==> config.mk <==
export PLATFORM = sky130hd
export DESIGN_NAME = z80fi_insn_capture_flat
export DESIGN_NICKNAME = d
export VERILOG_FILES = /design/src/rtl/z80fi_insn_capture_if.sv /design/src/rtl/z80fi_insn_capture.sv /design/src/flat_wrapper.sv
export SDC_FILE = /design/constraint.sdc
export NUM_CORES = 1
export LEC_CHECK = 0
export CAP_MARGIN = 20
export CELL_PAD_IN_SITES_DETAIL_PLACEMENT = 0
export CELL_PAD_IN_SITES_GLOBAL_PLACEMENT = 1
export CORE_MARGIN = 1
export CORE_UTILIZATION = 33
export DETAILED_ROUTE_END_ITERATION = 12
export PLACE_DENSITY_LB_ADDON = 0.1
export SLEW_MARGIN = 0
export SYNTH_ARGS = -nofsm -noshare
export SYNTH_HDL_FRONTEND = slang
export SYNTH_SLANG_ARGS = --single-unit
export TNS_END_PERCENT = 30
==> constraint.sdc <==
create_clock -name clk -period 10.9 [get_ports clk]
set_input_delay 2.725 -clock clk [delete_from_list [all_inputs] [get_ports clk]]
set_output_delay 2.725 -clock clk [all_outputs]
set_load 0.05 [all_outputs]
==> src/rtl/z80fi_insn_capture_if.sv <==
// z80fi_insn_capture_if: core fetch/retire inputs and the z80fi record outputs
// of the instruction capture block, grouped into one bundle.
// master = core / stimulus side, slave = the capture block.
// Optional macro Z80FI_INSN_ORDER_EN adds the z80fi_order retirement number.
interface z80fi_insn_capture_if #(
    parameter int MAX_LEN = 4,
    parameter int REGS_W  = 80
);
    // core side
    logic                   fetch_valid;
    logic                   fetch_start;
    logic [7:0]             fetch_byte;
    logic                   insn_done;
    logic [REGS_W-1:0]      core_regs;

    // record side
    logic                   z80fi_valid;
    logic [8*MAX_LEN-1:0]   z80fi_insn;
    logic [2:0]             z80fi_insn_len;
    logic [REGS_W-1:0]      z80fi_regs_in;
    logic [REGS_W-1:0]      z80fi_regs_out;
    logic                   z80fi_err;
`ifdef Z80FI_INSN_ORDER_EN
    logic [63:0]            z80fi_order;
`endif

    modport master (
        output fetch_valid, fetch_start, fetch_byte, insn_done, core_regs,
`ifdef Z80FI_INSN_ORDER_EN
        input  z80fi_order,
`endif
        input  z80fi_valid, z80fi_insn, z80fi_insn_len,
               z80fi_regs_in, z80fi_regs_out, z80fi_err
    );

    modport slave (
        input  fetch_valid, fetch_start, fetch_byte, insn_done, core_regs,
`ifdef Z80FI_INSN_ORDER_EN
        output z80fi_order,
`endif
        output z80fi_valid, z80fi_insn, z80fi_insn_len,
               z80fi_regs_in, z80fi_regs_out, z80fi_err
    );
endinterface

==> src/rtl/z80fi_insn_capture.sv <==
// z80fi_insn_capture: assembles the raw bytes of each instruction the core
// fetches, snapshots the register file at instruction start and retirement,
// and emits one single-cycle z80fi_valid record per retired instruction.
// Optional macro Z80FI_INSN_ORDER_EN adds a 64-bit retirement sequence number.
//
// Structure: a collecting shadow (bytes, length, start registers) fills while
// the instruction is in flight; on insn_done the shadow -- including a byte
// fetched in that same cycle -- is copied into separate output registers, so
// a new instruction may start in the retire cycle without disturbing the
// record being presented.
module z80fi_insn_capture #(
    parameter int MAX_LEN = 4,
    parameter int REGS_W  = 80
) (
    input  logic                 clk,
    input  logic                 reset,
    z80fi_insn_capture_if.slave  cap_if
);

    localparam int         INSN_W  = 8 * MAX_LEN;
    localparam logic [2:0] LEN_MAX = 3'(MAX_LEN);

    typedef enum logic {
        IDLE    = 1'b0,
        COLLECT = 1'b1
    } state_e;

    // ---------------------------------------------------------------
    // State
    // ---------------------------------------------------------------
    state_e                     state_q, state_d;

    // collecting shadow
    logic [MAX_LEN-1:0][7:0]    shadow_q, shadow_d;
    logic [2:0]                 len_q, len_d;
    logic [REGS_W-1:0]          rin_q, rin_d;

    // presented record
    logic                       valid_q, valid_d;
    logic [INSN_W-1:0]          insn_q, insn_d;
    logic [2:0]                 olen_q, olen_d;
    logic [REGS_W-1:0]          oregs_in_q, oregs_in_d;
    logic [REGS_W-1:0]          oregs_out_q, oregs_out_d;
    logic                       err_q, err_d;

`ifdef Z80FI_INSN_ORDER_EN
    logic [63:0]                seq_q, seq_d;      // number for the next retirement
    logic [63:0]                order_q, order_d;  // number of the presented record
`endif

    // ---------------------------------------------------------------
    // Event decode
    // ---------------------------------------------------------------
    logic                       start;    // first byte of a new instruction
    logic                       append;   // continuation byte while collecting
    logic                       ovf;      // continuation byte with shadow full
    logic                       retire;   // current instruction retires
    logic [MAX_LEN-1:0][7:0]    merged;   // shadow including this cycle's byte
    logic [2:0]                 merged_len;

    assign start  = cap_if.fetch_valid & cap_if.fetch_start;
    assign append = (state_q == COLLECT) & cap_if.fetch_valid & ~cap_if.fetch_start;
    assign ovf    = append & (len_q == LEN_MAX);
    assign retire = (state_q == COLLECT) & cap_if.insn_done;

    // Fold a same-cycle continuation byte into the shadow view so that both
    // the retiring record and the ongoing collection see it.
    always_comb begin
        merged     = shadow_q;
        merged_len = len_q;
        if (append && !ovf) begin
            for (int k = 0; k < MAX_LEN; k++) begin
                if (len_q == 3'(k)) begin
                    merged[k] = cap_if.fetch_byte;
                end
            end
            merged_len = len_q + 3'd1;
        end
    end

    // FSM state register
    always_ff @(posedge clk or posedge reset) begin
        if (reset) begin
            state_q <= IDLE;
        end else begin
            state_q <= state_d;
        end
    end

    // Next state, shadow update, record capture and error detection.
    always_comb begin
        state_d     = state_q;
        shadow_d    = merged;
        len_d       = merged_len;
        rin_d       = rin_q;
        valid_d     = 1'b0;
        insn_d      = insn_q;
        olen_d      = olen_q;
        oregs_in_d  = oregs_in_q;
        oregs_out_d = oregs_out_q;
        err_d       = err_q;
`ifdef Z80FI_INSN_ORDER_EN
        seq_d       = seq_q;
        order_d     = order_q;
`endif

        // Protocol errors are sticky until reset.
        if (state_q == IDLE) begin
            // orphan continuation byte, or a retire with nothing in flight
            if ((cap_if.fetch_valid && !cap_if.fetch_start) || cap_if.insn_done) begin
                err_d = 1'b1;
            end
        end else begin
            // overflow, or a new start while the previous one never retired
            if (ovf || (start && !cap_if.insn_done)) begin
                err_d = 1'b1;
            end
        end

        // Retirement: present the shadow next cycle, registers sampled now.
        if (retire) begin
            valid_d     = 1'b1;
            insn_d      = merged;
            olen_d      = merged_len;
            oregs_in_d  = rin_q;
            oregs_out_d = cap_if.core_regs;
            state_d     = IDLE;
`ifdef Z80FI_INSN_ORDER_EN
            order_d     = seq_q;
            seq_d       = seq_q + 64'd1;
`endif
        end

        // A start byte always begins a fresh capture. In COLLECT without a
        // retire this silently discards the unretired instruction.
        if (start) begin
            shadow_d    = '0;
            shadow_d[0] = cap_if.fetch_byte;
            len_d       = 3'd1;
            rin_d       = cap_if.core_regs;
            state_d     = COLLECT;
        end
    end

    // Shadow and output record registers.
    always_ff @(posedge clk or posedge reset) begin
        if (reset) begin
            shadow_q    <= '0;
            len_q       <= '0;
            rin_q       <= '0;
            valid_q     <= 1'b0;
            insn_q      <= '0;
            olen_q      <= '0;
            oregs_in_q  <= '0;
            oregs_out_q <= '0;
            err_q       <= 1'b0;
        end else begin
            shadow_q    <= shadow_d;
            len_q       <= len_d;
            rin_q       <= rin_d;
            valid_q     <= valid_d;
            insn_q      <= insn_d;
            olen_q      <= olen_d;
            oregs_in_q  <= oregs_in_d;
            oregs_out_q <= oregs_out_d;
            err_q       <= err_d;
        end
    end

`ifdef Z80FI_INSN_ORDER_EN
    // Retirement sequence counter; discarded instructions never advance it.
    always_ff @(posedge clk or posedge reset) begin
        if (reset) begin
            seq_q   <= '0;
            order_q <= '0;
        end else begin
            seq_q   <= seq_d;
            order_q <= order_d;
        end
    end

    assign cap_if.z80fi_order = order_q;
`endif

    assign cap_if.z80fi_valid    = valid_q;
    assign cap_if.z80fi_insn     = insn_q;
    assign cap_if.z80fi_insn_len = olen_q;
    assign cap_if.z80fi_regs_in  = oregs_in_q;
    assign cap_if.z80fi_regs_out = oregs_out_q;
    assign cap_if.z80fi_err      = err_q;

endmodule

==> src/flat_wrapper.sv <==
// flat-port wrapper written by rule: the top's interface ports become plain ports
module z80fi_insn_capture_flat 
#(
    parameter int MAX_LEN = 4,
    parameter int REGS_W  = 80
)
  (clk, reset, cap_if_fetch_valid, cap_if_fetch_start, cap_if_fetch_byte, cap_if_insn_done, cap_if_core_regs, cap_if_z80fi_valid, cap_if_z80fi_insn, cap_if_z80fi_insn_len, cap_if_z80fi_regs_in, cap_if_z80fi_regs_out, cap_if_z80fi_err);
  z80fi_insn_capture_if #(.MAX_LEN(MAX_LEN), .REGS_W(REGS_W)) cap_if_i ();
  input  logic clk;
  input  logic reset;
  input wire logic [$bits(cap_if_i.fetch_valid)-1:0] cap_if_fetch_valid;
  input wire logic [$bits(cap_if_i.fetch_start)-1:0] cap_if_fetch_start;
  input wire logic [$bits(cap_if_i.fetch_byte)-1:0] cap_if_fetch_byte;
  input wire logic [$bits(cap_if_i.insn_done)-1:0] cap_if_insn_done;
  input wire logic [$bits(cap_if_i.core_regs)-1:0] cap_if_core_regs;
  output wire logic [$bits(cap_if_i.z80fi_valid)-1:0] cap_if_z80fi_valid;
  output wire logic [$bits(cap_if_i.z80fi_insn)-1:0] cap_if_z80fi_insn;
  output wire logic [$bits(cap_if_i.z80fi_insn_len)-1:0] cap_if_z80fi_insn_len;
  output wire logic [$bits(cap_if_i.z80fi_regs_in)-1:0] cap_if_z80fi_regs_in;
  output wire logic [$bits(cap_if_i.z80fi_regs_out)-1:0] cap_if_z80fi_regs_out;
  output wire logic [$bits(cap_if_i.z80fi_err)-1:0] cap_if_z80fi_err;
  assign cap_if_i.fetch_valid = cap_if_fetch_valid;
  assign cap_if_i.fetch_start = cap_if_fetch_start;
  assign cap_if_i.fetch_byte = cap_if_fetch_byte;
  assign cap_if_i.insn_done = cap_if_insn_done;
  assign cap_if_i.core_regs = cap_if_core_regs;
  assign cap_if_z80fi_valid = cap_if_i.z80fi_valid;
  assign cap_if_z80fi_insn = cap_if_i.z80fi_insn;
  assign cap_if_z80fi_insn_len = cap_if_i.z80fi_insn_len;
  assign cap_if_z80fi_regs_in = cap_if_i.z80fi_regs_in;
  assign cap_if_z80fi_regs_out = cap_if_i.z80fi_regs_out;
  assign cap_if_z80fi_err = cap_if_i.z80fi_err;
  z80fi_insn_capture #(.MAX_LEN(MAX_LEN), .REGS_W(REGS_W)) u_core (.clk(clk), .reset(reset), .cap_if(cap_if_i));
endmodule
==> results of run 1 <==
area by class of cell:
| class | instances | area (sq um) |
|---|---|---|
| sequential | 313 | 7830 |
| clock inverter | 6 | 30.0 |
| clock buffer | 53 | 1040 |
| timing repair buffer | 299 | 3010 |
| inverter | 9 | 42.5 |
| multi-input combinational | 920 | 3890 |
| tap | 461 | 577 |
| fill | 3519 | 19300 |
cell usage after synthesis:
cell       instances  area, sq um
nand4bb_1          1         11.3
o21ai_4            1         16.3
nor4bb_1           1         10.0
ha_1               6         75.1
and2_1             2         12.5
inv_1              8         30.0
a31o_2             1         8.76
nand2b_1           1         6.26
o21ai_0           36          180
or3_1              1         6.26
nand3b_1           1         7.51
a21boi_0           1         7.51
a21oi_1           34          170
buf_6              3         33.8
a31oi_1           35          219
nand3_1           25          125
buf_2             37          185
clkbuf_2           1         5.00
and3b_1            2         17.5
a21bo_2            2         20.0
o21ai_1            1         5.00
nand4_1            2         12.5
dfrtp_1          313         7830
nand2_1          723         2710
clkbuf_1          34          128
a21o_1             1         7.51
inv_2              1         3.75
nor2_1            35          131
mux2_2             8         90.1
per-stage QoR:
stage	worst slack, ns	utilization, %	power [mW]	hold WS, ns	std cells
finish	5.79	45.9	3.71	0.456	2061
global route	5.53	45.9	3.89	0.474	2061
CTS	5.73	45.8	3.76	0.460	2060
detailed placement	5.20	42.9	2.62	0.448	2001
global placement	5.26	42.8	2.61	0.445	2000
floorplan	4.01	-	2.18	0.439	1317
sequential cells by signal, indices dropped and copies added, names as in the netlist:
name	cells
u_core.state_q	1
u_core.cap_if.z80fi_regs_in	80
u_core.cap_if.z80fi_err	1
u_core.cap_if.z80fi_regs_out	80
u_core.shadow_q	32
u_core.cap_if.z80fi_insn_len	3
u_core.cap_if.z80fi_insn	32
u_core.cap_if.z80fi_valid	1
u_core.len_q	3
u_core.rin_q	80
logic make-up (layout without fill, tap and decap cells):
kind of cell	after synthesis	in the layout	synth area share, %
AO/OA/AOI/OAI	112	112	5.25
adder cells (fa/ha/maj)	6	6	0.622
buffers and inverters	84	367	3.19
flip-flops	313	313	64.9
multiplexers	8	8	0.746
AND/OR/NAND/NOR	794	794	25.3
metal layers:
layer | GRT usage [%] | vias to the layer above | share of wire [%]
li1 | - | 4662 | -
met1 | 26.1 | 4592 | 47
met2 | 28.3 | 233 | 45
met3 | 4.25 | 51 | 6.0
met4 | 4.41 | 2 | 1.9
met5 | 0 | - | 0.050
path summary, 6_finish.rpt:
kind / slack [ns] / cells past startpoint / startpoint / end
setup / recovery: 5.79 / 5 / cap_if_insn_done / u_core.cap_if.z80fi_insn[28]
hold / removal: 0.46 / 2 / u_core.rin_q[9] / u_core.cap_if.z80fi_regs_in[9]
setup reg to reg: 8.04 / 4 / u_core.state_q / u_core.cap_if.z80fi_insn[28]
hold reg to reg: 0.46 / 2 / u_core.rin_q[9] / u_core.cap_if.z80fi_regs_in[9]
max in group asynchronous: 6.82 / 3 / reset / u_core.cap_if.z80fi_regs_in[2]
min in group asynchronous: 2.72 / 2 / reset / u_core.rin_q[11]
critical path, stage by stage:
cell,delay [ns]
clkdlybuf4s50_1,0.56
nand2_4,0.21
inv_6,0.73
buf_4,0.95
a31oi_1,0.19
power by group through the flow:
| stage | Combinational [mW] | Clock, mW | Sequential (mW) |
|---|---|---|---|
| after floorplan | 0.228 | 0 | 1.96 |
| after global routing | 1.20 | 1.21 | 1.48 |
| after global placement | 1.14 | 0 | 1.47 |
| final | 1.13 | 1.12 | 1.45 |
| after CTS | 1.15 | 1.16 | 1.46 |
| after detailed placement | 1.14 | 0 | 1.47 |
==> results.yml, run 1 <==
clock_tree:
  post_cts_resized: 0
  clock_latency_ns: 0.51
  htreeDepth: 2
  postCtsSetupBuffers: 0
  clkTransAtPathRegs_ns: 0.06
  cts_made_buffers: 37
  cts_root_buf: "clkbuf_16"
  hold_buffers: 0
  clk_path_buf_depth: 3
  cts_tree: "done"
  clock-sinks: 313
cells_and_area:
  n_antenna_cell: 0
  fin_nets: 1679
  post_route_cells_drive_above_1_share_pct: 4.75
  most-common-layout-cells: "nand2_1, dfrtp_1, clkdlybuf4s50_1, clkbuf_16, o21ai_0"
  final_common_cell: "nand2_1"
  finalInstanceArea_sq_um: 16400
  area_growth_syn_to_layout_pct: 36.0
yosys:
  ys_seq_elements: 313
  synth_seq_area_share_pct: 64.9
  synth_area_sq_um: 12100
  ys_warn_count: 0
  synth_area_per_cell_sq_um: 9.17
  synthCells: 1317
  syn_nets: 1416
  synth.distinct_cells: 29
route:
  wl_mm: 34.0
  first_pass_iters: 10
  remaining_drc_errors: 17
  wl_per_cell_um: 16.5
  vias: 9540
  drt.antenna.violating_nets: 0
  drtIter0Drc: 615
  vias_per_cell: 4.63
grt:
  grt_pass1_wl_mm: 54.6
  grt_pass1_vias: 9368
  antenna_found_initial: 1
  grt_use_total_pct: 18.3
  grt-ovfl-total: 0
  grt_max_degree: 159
power_and_ir_drop:
  power_density_nw_per_um2: 226
  pwr-share-seq_pct: 39.2
  p_int_mw: 2.36
  swShare_pct: 36.4
  clockPowerShare_pct: 30.3
  combPwrFrac_pct: 30.6
  leakage_nw: 8.03
  ir_drop_mv: 0.121
  p_switching_mw: 1.35
timing:
  finalSetupViolations: 0
  rsz0062_at_grt: "false"
  fmax_mhz: 196
  hold_violations: 0
  setup_tns_ns: 0
  slew_viol_final: 0
  finClkSkew_ns: 0.00685
  layout_min_cycle_time_ns: 5.11
  min_period_over_period_pct: 46.9
  relSlewSlack_pct: 28.6
  worst_slew_pin_slew_ns: 1.07
floorplan:
  start_util_pct: 33.8
  dieArea_sq_um: 37300
  die_w_um: 193
  io_pins: 290
  die_y_um: 193
  coreArea_sq_um: 35700
  rows: 69
worst_setup_path:
  start_kind: "input pin"
  worstPathArrival_ns: 5.44
  criticalPathCategory: "input pin to register"
  crit_fanout: 125
  worstPathRequired_ns: 11.23
  endpoint_kind: "register"
place:
  dp.final_hpwl_mm: 20.5
  gp_congestion: 0.738
  post_dp_cell_area_sq_um: 15300
  numPortBuffers: 289
run:
  drv_cap: 0
status:
  status: "complete, but fails checks"
  violations: "DRC"
min_path:
  hold_path_class: "register to register"
No activity file was read; power rests on OpenSTA's default activity.
==> run 2: changes to the inputs <==
clock period = 4.1 ns   (was 10.9 ns; I/O delays follow)
==> run 2 against run 1 <==
The flow still finishes with violations (DRC); final area grew 1.3%; sequential share of layout area shrank 0.63 points; cell count grew 0.58%; sequential cell count is the same; routed wire length shrank 2.2%; global-route usage shrank 0.43 points; first-iteration DRC count shrank 15%; hold slack lost 0.0012 ns; non-clock buffer count grew 7; clock-buffer cell count grew 7; power grew to 2.7 times the previous value; clock skew grew 0.0086 ns; critical endpoint is now cap_if_z80fi_insn[30]; largest cell class unchanged.
==> results.yml, run 2 (synthesis gave the netlist of run 1 again) <==
status:
  status: "complete, but fails checks"
  violations: "DRC"
floorplan:
  rows: 69
  coreArea_sq_um: 35700
  start_util_pct: 33.8
  dieArea_sq_um: 37300
  io_pins: 290
  die_y_um: 193
  die_w_um: 193
route:
  drt.antenna.violating_nets: 0
  wl_per_cell_um: 16.0
  vias_per_cell: 4.55
  remaining_drc_errors: 18
  drtIter0Drc: 520
  vias: 9430
  wl_mm: 33.2
  first_pass_iters: 10
clock_tree:
  cts_root_buf: "clkbuf_16"
  htreeDepth: 2
  cts_tree: "done"
  clock_latency_ns: 0.51
  post_cts_resized: 0
  clock-sinks: 313
  clk_path_buf_depth: 3
  cts_made_buffers: 37
  postCtsSetupBuffers: 0
  hold_buffers: 0
  clkTransAtPathRegs_ns: 0.06
grt:
  grt-ovfl-total: 0
  grt_pass1_vias: 9360
  grt_use_total_pct: 17.9
  grt_max_degree: 169
  antenna_found_initial: 1
  grt_pass1_wl_mm: 53.7
timing:
  fmax_mhz: 362
  finClkSkew_ns: 0.0155
  min_period_over_period_pct: 67.5
  slew_viol_final: 0
  hold_violations: 0
  relSlewSlack_pct: 44.8
  worst_slew_pin_slew_ns: 0.827
  layout_min_cycle_time_ns: 2.77
  finalSetupViolations: 0
  rsz0062_at_grt: "false"
  hold_ws_ns: 0.455
cells_and_area:
  final_util_pct: 46.5
  final_common_cell: "nand2_1"
  n_antenna_cell: 0
  most-common-layout-cells: "nand2_1, dfrtp_1, clkdlybuf4s50_1, clkbuf_16, o21ai_0"
  post_route_cells_drive_above_1_share_pct: 5.46
  finalInstanceArea_sq_um: 16600
  area_growth_syn_to_layout_pct: 37.8
  nFillCells: 3527
  fin_nets: 1686
run:
  drv_cap: 0
worst_setup_path:
  critPathMaxStageDelay_ns: 0.84
  crit_path_cell_trace: "clkdlybuf4s50_1"
  crit_fanout: 2
  crit_buf_inv: 1
  endpoint_kind: "output port"
  crit_family: "buffers and inverters"
  start_kind: "register"
  criticalPathCategory: "register to output port"
  slowest_stage: "clkdlybuf4s50_1"
  worstPathRequired_ns: 3.07
  worstPathArrival_ns: 1.74
min_path:
  hold_path_class: "register to register"
place:
  gp_congestion: 0.737
  numPortBuffers: 289
  post_dp_cell_area_sq_um: 15400
  dp.final_hpwl_mm: 20.6
power_and_ir_drop:
  ir_drop_mv: 0.356
  power_density_nw_per_um2: 604
  leakage_nw: 8.14
[run 2: metrics by stage]
step	instances	total power, mW	worst slack (ns)	TNS [ns]
floorplan	1317	5.81	-1.09	-342.39
global placement	2009	6.95	1.19	0
detailed placement	2009	6.97	1.13	0
CTS	2073	10.2	1.30	0
global route	2073	10.5	1.26	0
finish	2073	10.0	1.33	0
[run 2: final timing paths]
kind | start | endpoint | slack (ns) | cells past startpoint
setup reg to reg | u_core.len_q[0] | u_core.cap_if.z80fi_insn[27] | 2.00 | 5
max in group asynchronous | reset | u_core.cap_if.z80fi_regs_in[47] | 2.37 | 3
setup / recovery | u_core.cap_if.z80fi_insn[30] | cap_if_z80fi_insn[30] | 1.33 | 1
min in group asynchronous | reset | u_core.cap_if.z80fi_regs_out[10] | 0.90 | 2
hold / removal | u_core.rin_q[0] | u_core.cap_if.z80fi_regs_in[0] | 0.45 | 2
hold reg to reg | u_core.rin_q[0] | u_core.cap_if.z80fi_regs_in[0] | 0.45 | 2
[run 2: metal layers]
metal | wire [um] | vias to the layer above | part of all wire, % | track usage [%]
met1 | 15300 | 4482 | 46 | 24.9
met5 | 13 | - | 0.039 | 0
met2 | 15300 | 208 | 46 | 28.1
li1 | - | 4690 | - | -
met3 | 1960 | 48 | 5.9 | 4.24
met4 | 628 | 2 | 1.9 | 4.44
[run 2: cell type report]
class	instances	area, sq um	share of cell area (%)
Clock buffer	60	1150	6.94
Sequential cell	313	7830	47.1
Tap cell	461	577	3.47
Clock inverter	4	30.0	0.181
Multi-Input combinational cell	920	3890	23.4
Inverter	9	42.5	0.256
Timing Repair Buffer	306	3110	18.7
[run 2: power breakdown]
part           switching (mW)  total (mW)  internal [mW]
combinational            2.07        3.02          0.949
clock                    1.25        3.17           1.92
sequential              0.267        3.86           3.59
total                    3.59        10.0           6.46
